===== src/rtl/apb_reg_bridge_pkg.sv =====
// Shared types and address decode for the APB-to-register-file bridge.
package apb_reg_bridge_pkg;

   typedef enum logic [1:0] {
      ST_IDLE = 2'd0,
      ST_BUSY = 2'd1,
      ST_RESP = 2'd2
   } state_e;

   // Flags misaligned, out-of-window, unmapped, and read-only-write accesses.
   function automatic logic decode_err(input logic [31:0] addr,
                                       input logic        wr,
                                       input int          p_addr_w,
                                       input int          num_regs,
                                       input logic [63:0] ro_mask);
      logic [31:0] word;
      logic        bad;
      word = addr >> 2;
      bad  = (addr[1:0] != 2'b00)
          || ((addr >> (p_addr_w + 2)) != 32'd0)
          || (word >= 32'(num_regs));
      if (!bad && wr && (word < 32'd64) && ro_mask[word[5:0]])
         bad = 1'b1;
      return bad;
   endfunction

endpackage


===== src/rtl/apb_reg_bridge.sv =====
// APB3 slave that forwards accesses over a req/ack handshake to the register bank,
// with address decode errors and a watchdog on hung peripheral requests.
module apb_reg_bridge
   import apb_reg_bridge_pkg::*;
#(
   parameter int          APB_DATA_W = 32,
   parameter int          P_ADDR_W   = 6,
   parameter int          P_DATA_W   = 16,
   parameter int          NUM_REGS   = 48,
   parameter logic [63:0] RO_MASK    = 64'h0,
   parameter int          TIMEOUT    = 16
) (
   input  logic                  PCLK,
   input  logic                  PRESETn,
   input  logic [31:0]           PADDR,
   input  logic                  PSELx,
   input  logic                  PENABLE,
   input  logic                  PWRITE,
   input  logic [APB_DATA_W-1:0] PWDATA,
   output logic                  PREADY,
   output logic [APB_DATA_W-1:0] PRDATA,
   output logic                  PSLVERR,
   output logic [P_ADDR_W-1:0]   p_address,
   output logic [P_DATA_W-1:0]   p_data,
   output logic                  p_wr,
   output logic                  p_req,
   input  logic                  p_ack,
   input  logic [P_DATA_W-1:0]   p_data_back
);

   localparam int CNT_W = (TIMEOUT > 0) ? $clog2(TIMEOUT + 1) : 1;

   state_e           state;
   logic [CNT_W-1:0] cnt;
   logic             timeout_hit;

   // The counter reads k-1 during the k-th BUSY cycle, so this fires on the last allowed cycle.
   assign timeout_hit = (TIMEOUT > 0) && (cnt == CNT_W'(TIMEOUT - 1));

   always_ff @(posedge PCLK) begin
      if (!PRESETn) begin
         state     <= ST_IDLE;
         PREADY    <= 1'b0;
         PSLVERR   <= 1'b0;
         PRDATA    <= '0;
         p_address <= '0;
         p_data    <= '0;
         p_wr      <= 1'b0;
         p_req     <= 1'b0;
         cnt       <= '0;
      end else begin
         case (state)
            ST_IDLE: begin
               if (PSELx && !PENABLE) begin
                  p_address <= PADDR[P_ADDR_W+1:2];
                  p_data    <= PWDATA[P_DATA_W-1:0];
                  p_wr      <= PWRITE;
                  cnt       <= '0;
                  if (decode_err(PADDR, PWRITE, P_ADDR_W, NUM_REGS, RO_MASK)) begin
                     state   <= ST_RESP;
                     PREADY  <= 1'b1;
                     PSLVERR <= 1'b1;
                  end else begin
                     state <= ST_BUSY;
                     p_req <= 1'b1;
                  end
               end
            end
            ST_BUSY: begin
               cnt <= cnt + 1'b1;
               if (p_ack) begin
                  if (!p_wr)
                     PRDATA <= APB_DATA_W'(p_data_back);
                  p_req   <= 1'b0;
                  PREADY  <= 1'b1;
                  PSLVERR <= 1'b0;
                  state   <= ST_RESP;
               end else if (timeout_hit) begin
                  p_req   <= 1'b0;
                  PREADY  <= 1'b1;
                  PSLVERR <= 1'b1;
                  state   <= ST_RESP;
               end
            end
            ST_RESP: begin
               PREADY  <= 1'b0;
               PSLVERR <= 1'b0;
               state   <= ST_IDLE;
            end
            default: state <= ST_IDLE;
         endcase
      end
   end

endmodule


===== config.mk =====
export PLATFORM = sky130hd
export DESIGN_NAME = apb_reg_bridge
export DESIGN_NICKNAME = d
export VERILOG_FILES = /design/src/rtl/apb_reg_bridge_pkg.sv /design/src/rtl/apb_reg_bridge.sv
export SDC_FILE = /design/constraint.sdc
export NUM_CORES = 1
export LEC_CHECK = 0
export CAP_MARGIN = 20
export CORE_MARGIN = 1
export CORE_UTILIZATION = 34
export CTS_BUF_LIST = sky130_fd_sc_hd__clkbuf_8
export DETAILED_ROUTE_END_ITERATION = 7
export PLACE_DENSITY = 0.9
export REMOVE_ABC_BUFFERS = 1
export SYNTH_ARGS = -nofsm -noshare
export SYNTH_HDL_FRONTEND = slang
export SYNTH_SLANG_ARGS = --single-unit

===== constraint.sdc =====
create_clock -name PCLK -period 1.5 [get_ports PCLK]
set_input_delay 0.375 -clock PCLK [delete_from_list [all_inputs] [get_ports PCLK]]
set_output_delay 0.375 -clock PCLK [all_outputs]
set_load 0.02 [all_outputs]

==> summary.md, run 1 <==
| Metric | Value |
|---|---|
| DR pass1 iterations | `8` |
| Avg Cell Area, Syn | `8.47 um^2` |
| Crit Path Max Fanout | `10` |
| P_sw | `641 uW` |
| Total Wirelength | `5830 um` |
| FFs w/ async S/R, synth | `0%` |
| Post-place setup slack | `-0.404 ns` |
| Most frequent cells in the layout | `nand2_1 (80), clkdlybuf4s50_1 (50), dfxtp_1 (46), dlygate4sd2_1 (46), a21boi_1 (26)` |
| P_int | `1930 uW` |
| I/O Buffers | `111` |
| Final hold violation count | `0` |
| WHS | `0.364 ns` |
| Placed cells | `452` |
| Largest net degree at the start of global routing | `29` |
| Clock Latency Late Sink | `0.30 ns` |
| Core Region | `6310 um^2` |
| RSZ-0062 raised after global routing | `true` |
| GR Util All Layers | `16.6%` |
| Startpoint Class | `primary input` |
| Dpl hpwl | `4190 um` |
| Clk root buf | `clkbuf_8` |
| Failing checks | `DRC` |
| Final WS setup | `0.0180 ns` |
| Reg power frac | `52.5%` |
| Worst clock skew | `0.00404 ns` |
| Fin cells | `463` |
| Full die area | `6830 um^2` |
| Clock sink count | `49` |
| Maximum vdd drop | `323 uV` |
| Final nets | `473` |
| Status | `finished, violations left` |
| Die Height | `82.6 um` |
| Pwr dens | `701 nW/um^2` |
| Initial Util | `35.0%` |
| Worst path required time | `1.70 ns` |
| Fin crit share | `98.8%` |
| Final setup fails | `0` |
| N_diodes | `0` |
| Mapped cell area | `2210 um^2` |
| Std cell rows | `29` |
| Mapped Cells | `261` |
| Via density | `4.72` |
| CP Data Arrival Time | `1.68 ns` |
| Minimum clock period | `1.48 ns` |
| Via count | `2,184` |
| Register bit count reported by yosys | `49` |
| Fraction of layout cells with a size suffix above 1 | `12.4%` |
| Post-route ant nets | `0` |
| Comb pwr share | `19.1%` |
| Sequential-to-total area share from yosys stat | `44.4%` |
| CTS tree | `done` |
| Area growth, synth to finish | `65.7%` |
| DR WL/cell | `12.6 um` |
| HP Class | `primary input to register` |
| # IOs | `144` |
| Post-synth EDFFs | `0` |
| Max Cap Viol | `0` |
| Initial antenna violation count | `0` |
| Crit Path Class | `primary input to register` |
| CTS max path bufs | `2` |
| CTS Buf Count | `5` |
| H-Tree Depth | `2` |
| Slew Limit Fails | `0` |
| Post-CTS Hold Buffers | `0` |
| Vias in the first global route | `2,009` |
| First-pass GRT wire length | `8580 um` |
| Endpoint class of the critical path | `register` |
| Synth Warn # | `0` |
| Synth Flop Type | `dfxtp_1` |
| Post-layout util | `58.0%` |
| Clock power share | `28.4%` |
| Fmax | `675 MHz` |
| Worst-path clk slew | `0.08 ns` |
| Yosys cell types | `37` |
| RePlAce Congestion | `0.802` |
| Die width | `82.6 um` |
| DRC | `2` |
| Static Leak | `0.00169 uW` |
| Switch share | `25.0%` |
| GR Overflow Total | `0` |
| Commonest non-fill, non-tap cell in the layout | `nand2_1` |
| DR iter-0 viols | `59` |
per-layer routing:
| layer | vias to the layer above | share of wire, % | global-route usage, % |
|---|---|---|---|
| met2 | 73 | 54 | 31.5 |
| met3 | 6 | 5.1 | 3.41 |
| met1 | 1023 | 39 | 17.6 |
| li1 | 1082 | - | - |
| met4 | 0 | 1.6 | 6.72 |
| met5 | - | 0 | 0 |
stage by stage:
step                      cell area [um^2]  TNS, ns  power (uW)
after floorplan                       2040    -1.14        1550
after global routing                  3660   -0.437        2690
final                                 3660        0        2570
after global placement                3430   -12.77        1850
after detailed placement              3430   -14.18        1860
after CTS                             3560   -0.180        2610
area by class of cell:
cell class / instances / area [um^2]
fillers: 586 / 2650
repair buffers: 134 / 1360
multi-input cells: 192 / 1130
flip-flops and latches: 49 / 985
well taps: 77 / 96.3
clock buffers: 5 / 68.8
clock inverters: 3 / 11.3
inverters: 3 / 11.3
repair_timing:
item                                    in CTS  in global routing
endpoints found under the setup margin      69                 20
resized for setup                           58                 24
pin swaps                                    5                 13
setup buffers                                0                  1
cloned                                       2                  0
logic make-up (layout without fill, tap and decap cells):
family | count (synthesis) | count (layout) | synth area share, %
flip-flops | 49 | 49 | 44.4
AO/OA/AOI/OAI | 62 | 62 | 19.6
other | 1 | 16 | 0.170
adder cells (fa/ha/maj) | 2 | 2 | 1.13
buffers and inverters | 35 | 145 | 10.9
AND/OR/NAND/NOR | 112 | 112 | 23.8
worst max-delay path: stages:
cell,delay (ns)
dlygate4sd2_1,0.27
or4b_4,0.61
bufbuf_16,0.31
nand2_1,0.06
a21boi_1,0.06
final timing paths:
path | slack (ns) | endpoint | start | depth (start not counted)
worst max-delay path | 0.02 | p_data[6]$_SDFFE_PN0P_ | PENABLE | 5
worst min register to register | 0.45 | p_data[13]$_SDFFE_PN0P_ | p_data[13]$_SDFFE_PN0P_ | 2
worst max register to register | 0.02 | p_data[6]$_SDFFE_PN0P_ | state[0]$_SDFFE_PN0P_ | 4
worst min-delay path | 0.36 | p_address[4]$_SDFFE_PN0P_ | PADDR[6] | 3
sequential cells by signal, summed over array words and instances, names as in the netlist, 2 cells and up:
| signal | cells |
|---|---|
| p_address | 6 |
| cnt | 5 |
| p_data | 16 |
| state | 2 |
| PRDATA | 16 |
power by group through the flow:
| stage | logic [uW] | clock network (uW) | registers, uW |
|---|---|---|---|
| 5_1_grt | 528 | 809 | 1350 |
| 3_3_place_gp | 470 | 0 | 1380 |
| 2_1_floorplan | 124 | 0 | 1420 |
| 6_report | 490 | 729 | 1350 |
| 4_1_cts | 484 | 772 | 1350 |
| 3_5_place_dp | 478 | 0 | 1380 |
synth_stat cells, types with 2 or more instances:
library cell / instances / share of area (%)
nand2_1: 80 / 14
dfxtp_1: 49 / 44
a21boi_1: 25 / 8.5
buf_4: 18 / 6.1
a21boi_0: 16 / 5.4
nor2_1: 7 / 1.2
o21ai_0: 7 / 1.6
nor4_1: 6 / 1.7
a21oi_1: 5 / 1.1
buf_6: 5 / 2.5
clkbuf_1: 5 / 0.85
nand3_1: 4 / 0.91
nor2b_1: 4 / 1.1
buf_2: 3 / 0.68
inv_1: 3 / 0.51
ha_1: 2 / 1.1
o211ai_1: 2 / 0.68
No activity file was read; power rests on OpenSTA's default activity.
==> run 2, diff against run 1 <==
--- a/config.mk
+++ b/config.mk
@@ -11,6 +11,7 @@
 export CTS_BUF_LIST = sky130_fd_sc_hd__clkbuf_8
 export DETAILED_ROUTE_END_ITERATION = 7
 export PLACE_DENSITY = 0.9
+export RECOVER_POWER = 50
 export REMOVE_ABC_BUFFERS = 1
 export SYNTH_ARGS = -nofsm -noshare
 export SYNTH_HDL_FRONTEND = slang
==> summary.md, run 2 (synthesis gave the netlist of run 1 again) <==
| Metric | Value |
|---|---|
| M1 WL | `2270 um (-0.22%)` |
| Largest net degree at the start of global routing | `29 (unchanged)` |
| # IOs | `144 (unchanged)` |
| CTS max path bufs | `2 (unchanged)` |
| Crit Path Class | `primary input to register` |
| DRC | `2 (unchanged)` |
| Die width | `82.6 um (unchanged)` |
| RSZ-0062 raised after global routing | `true` |
| Multi-input logic area | `1130 um^2 (unchanged)` |
| Met3 wire length | `264 um (-11%)` |
| Post-CTS Hold Buffers | `0 (unchanged)` |
| HP Start | `PADDR[6]` |
| Clock Latency Late Sink | `0.30 ns (about the same)` |
| Most frequent cells in the layout | `nand2_1 (80), clkdlybuf4s50_1 (50), dfxtp_1 (46), dlygate4sd2_1 (46), a21boi_1 (26)` |
| Setup TNS | `0 ns (unchanged)` |
| Origin of the critical flop-to-flop path | `state[0]$_SDFFE_PN0P_` |
| Via density | `4.71 (-0.14%)` |
| CTS Buf Count | `5 (unchanged)` |
| Post-route ant nets | `0 (unchanged)` |
| Dpl hpwl | `4190 um (unchanged)` |
| Status | `finished, violations left` |
| Slew Limit Fails | `0 (unchanged)` |
| R2r setup slk | `0.03 ns (about the same)` |
| Final setup fails | `0 (unchanged)` |
| Failing checks | `DRC` |
| Vias in the first global route | `2,009 (unchanged)` |
| WHS | `0.364 ns (-0.000229 ns)` |
| Worst path required time | `1.70 ns (about the same)` |
| Reg area | `985 um^2 (unchanged)` |
| Final nets | `473 (unchanged)` |
| Total Wirelength | `5820 um (-0.19%)` |
| RePlAce Congestion | `0.802 (unchanged)` |
| CP Data Arrival Time | `1.68 ns (about the same)` |
| Max Cap Viol | `0 (unchanged)` |
| CTS tree | `done` |
| Fmax | `675 MHz (+0.11%)` |
| Hold Path Sink | `p_address[4]$_SDFFE_PN0P_` |
| HP Class | `primary input to register` |
| Commonest non-fill, non-tap cell in the layout | `nand2_1` |
| I/O Buffers | `111 (unchanged)` |
| Minimum clock period | `1.48 ns (-0.00159 ns)` |
| DR pass1 iterations | `8 (unchanged)` |
| Largest registers | `PRDATA: 16 flops, p_data: 16 flops, p_address: 6 flops` |
| WL met2 | `3190 um (+0.79%)` |
| Hold-critical path depth | `3 (unchanged)` |
| Clock sink count | `49 (unchanged)` |
| Area growth, synth to finish | `65.6% (about the same)` |
| Initial Util | `35.0% (unchanged)` |
| FF-to-FF path depth | `4 (unchanged)` |
| Final WS setup | `0.0195 ns (+0.00159 ns)` |
| Pwr dens | `702 nW/um^2 (+0.16%)` |
| Clk root buf | `clkbuf_8` |
| Core Region | `6310 um^2 (unchanged)` |
| DR iter-0 viols | `50 (-15%)` |
| Worst clock skew | `0.00382 ns (-0.000219 ns)` |
| GR Util All Layers | `16.6% (unchanged)` |
| N_diodes | `0 (unchanged)` |
| Std cell rows | `29 (unchanged)` |
| Die Height | `82.6 um (unchanged)` |
| Fraction of layout cells with a size suffix above 1 | `12.4% (unchanged)` |
| Fin crit share | `98.7% (-0.11 points)` |
| Via count | `2,181 (-0.14%)` |
| Static Leak | `0.00169 uW (-0.11%)` |
| Startpoint Class | `primary input` |
| R2r endpoint | `p_data[6]$_SDFFE_PN0P_` |
| H-Tree Depth | `2 (unchanged)` |
| First-pass GRT wire length | `8580 um (unchanged)` |
| Post-place setup slack | `-0.404 ns (unchanged)` |
| Max layer used | `met4` |
| Fin cells | `463 (unchanged)` |
| Final hold violation count | `0 (unchanged)` |
| Fillers | `586 (unchanged)` |
| Maximum vdd drop | `325 uV (+0.67%)` |
| Worst-path clk slew | `0.08 ns (about the same)` |
| Crit Path Max Fanout | `10 (unchanged)` |
| DR WL/cell | `12.6 um (-0.19%)` |
| Full die area | `6830 um^2 (unchanged)` |
| Endpoint class of the critical path | `register` |
| GR Overflow Total | `0 (unchanged)` |
| Placed cells | `452 (unchanged)` |
| Initial antenna violation count | `0 (unchanged)` |
## run 2: how the worst max path moves through the flow
stage | start | to | depth (start not counted)
5_1_grt | PADDR[25] | PSLVERR$_SDFFE_PN0P_ | 5
6_report | PENABLE | p_data[6]$_SDFFE_PN0P_ | 5
2_1_floorplan | state[0]$_SDFFE_PN0P_ | cnt[2]$_SDFFE_PN0P_ | 4
3_3_place_gp | PADDR[7] | PSLVERR$_SDFFE_PN0P_ | 5
3_5_place_dp | PENABLE | p_address[2]$_SDFFE_PN0P_ | 5
4_1_cts | state[0]$_SDFFE_PN0P_ | p_address[4]$_SDFFE_PN0P_ | 4
## run 2: what timing repair did
action | 4_1_cts | 5_1_grt
gates resized for setup | 58 | 24
cloned | 2 | 0
endpoints found under the setup margin | 69 | 20
buffers inserted | 0 | 1
pin swaps | 5 | 13
## run 2: critical path, stage by stage
cell	delay, ns
dlygate4sd2_1	0.27
or4b_4	0.61
bufbuf_16	0.31
nand2_1	0.06
a21boi_1	0.05
## run 2: cell type report
cell class | instances | area share (%)
Timing Repair Buffer | 134 | 37.2
Clock inverter | 3 | 0.308
Inverter | 3 | 0.308
Multi-Input combinational cell | 192 | 30.8
Sequential cell | 49 | 26.9
Tap cell | 77 | 2.63
Clock buffer | 5 | 1.88
## run 2: through the flow
stage | util (%) | area [um^2] | total power, uW
after detailed placement | 54.4 | 3430 | 1860
final | 58.0 | 3660 | 2570
after CTS | 56.4 | 3560 | 2610
after global placement | 54.4 | 3430 | 1850
after global routing | 58.0 | 3660 | 2690
after floorplan | - | 2040 | 1550
## run 2: metal layers
layer	global-route usage [%]	vias up
li1	-	1082
met1	17.6	1021
met2	31.5	72
met3	3.41	6
met4	6.72	0
met5	0	-
## run 2: report_power, final
group | internal, uW | switching [uW] | total, uW
logic | 282 | 208 | 490
clock network | 312 | 419 | 731
registers | 1330 | 16.4 | 1350
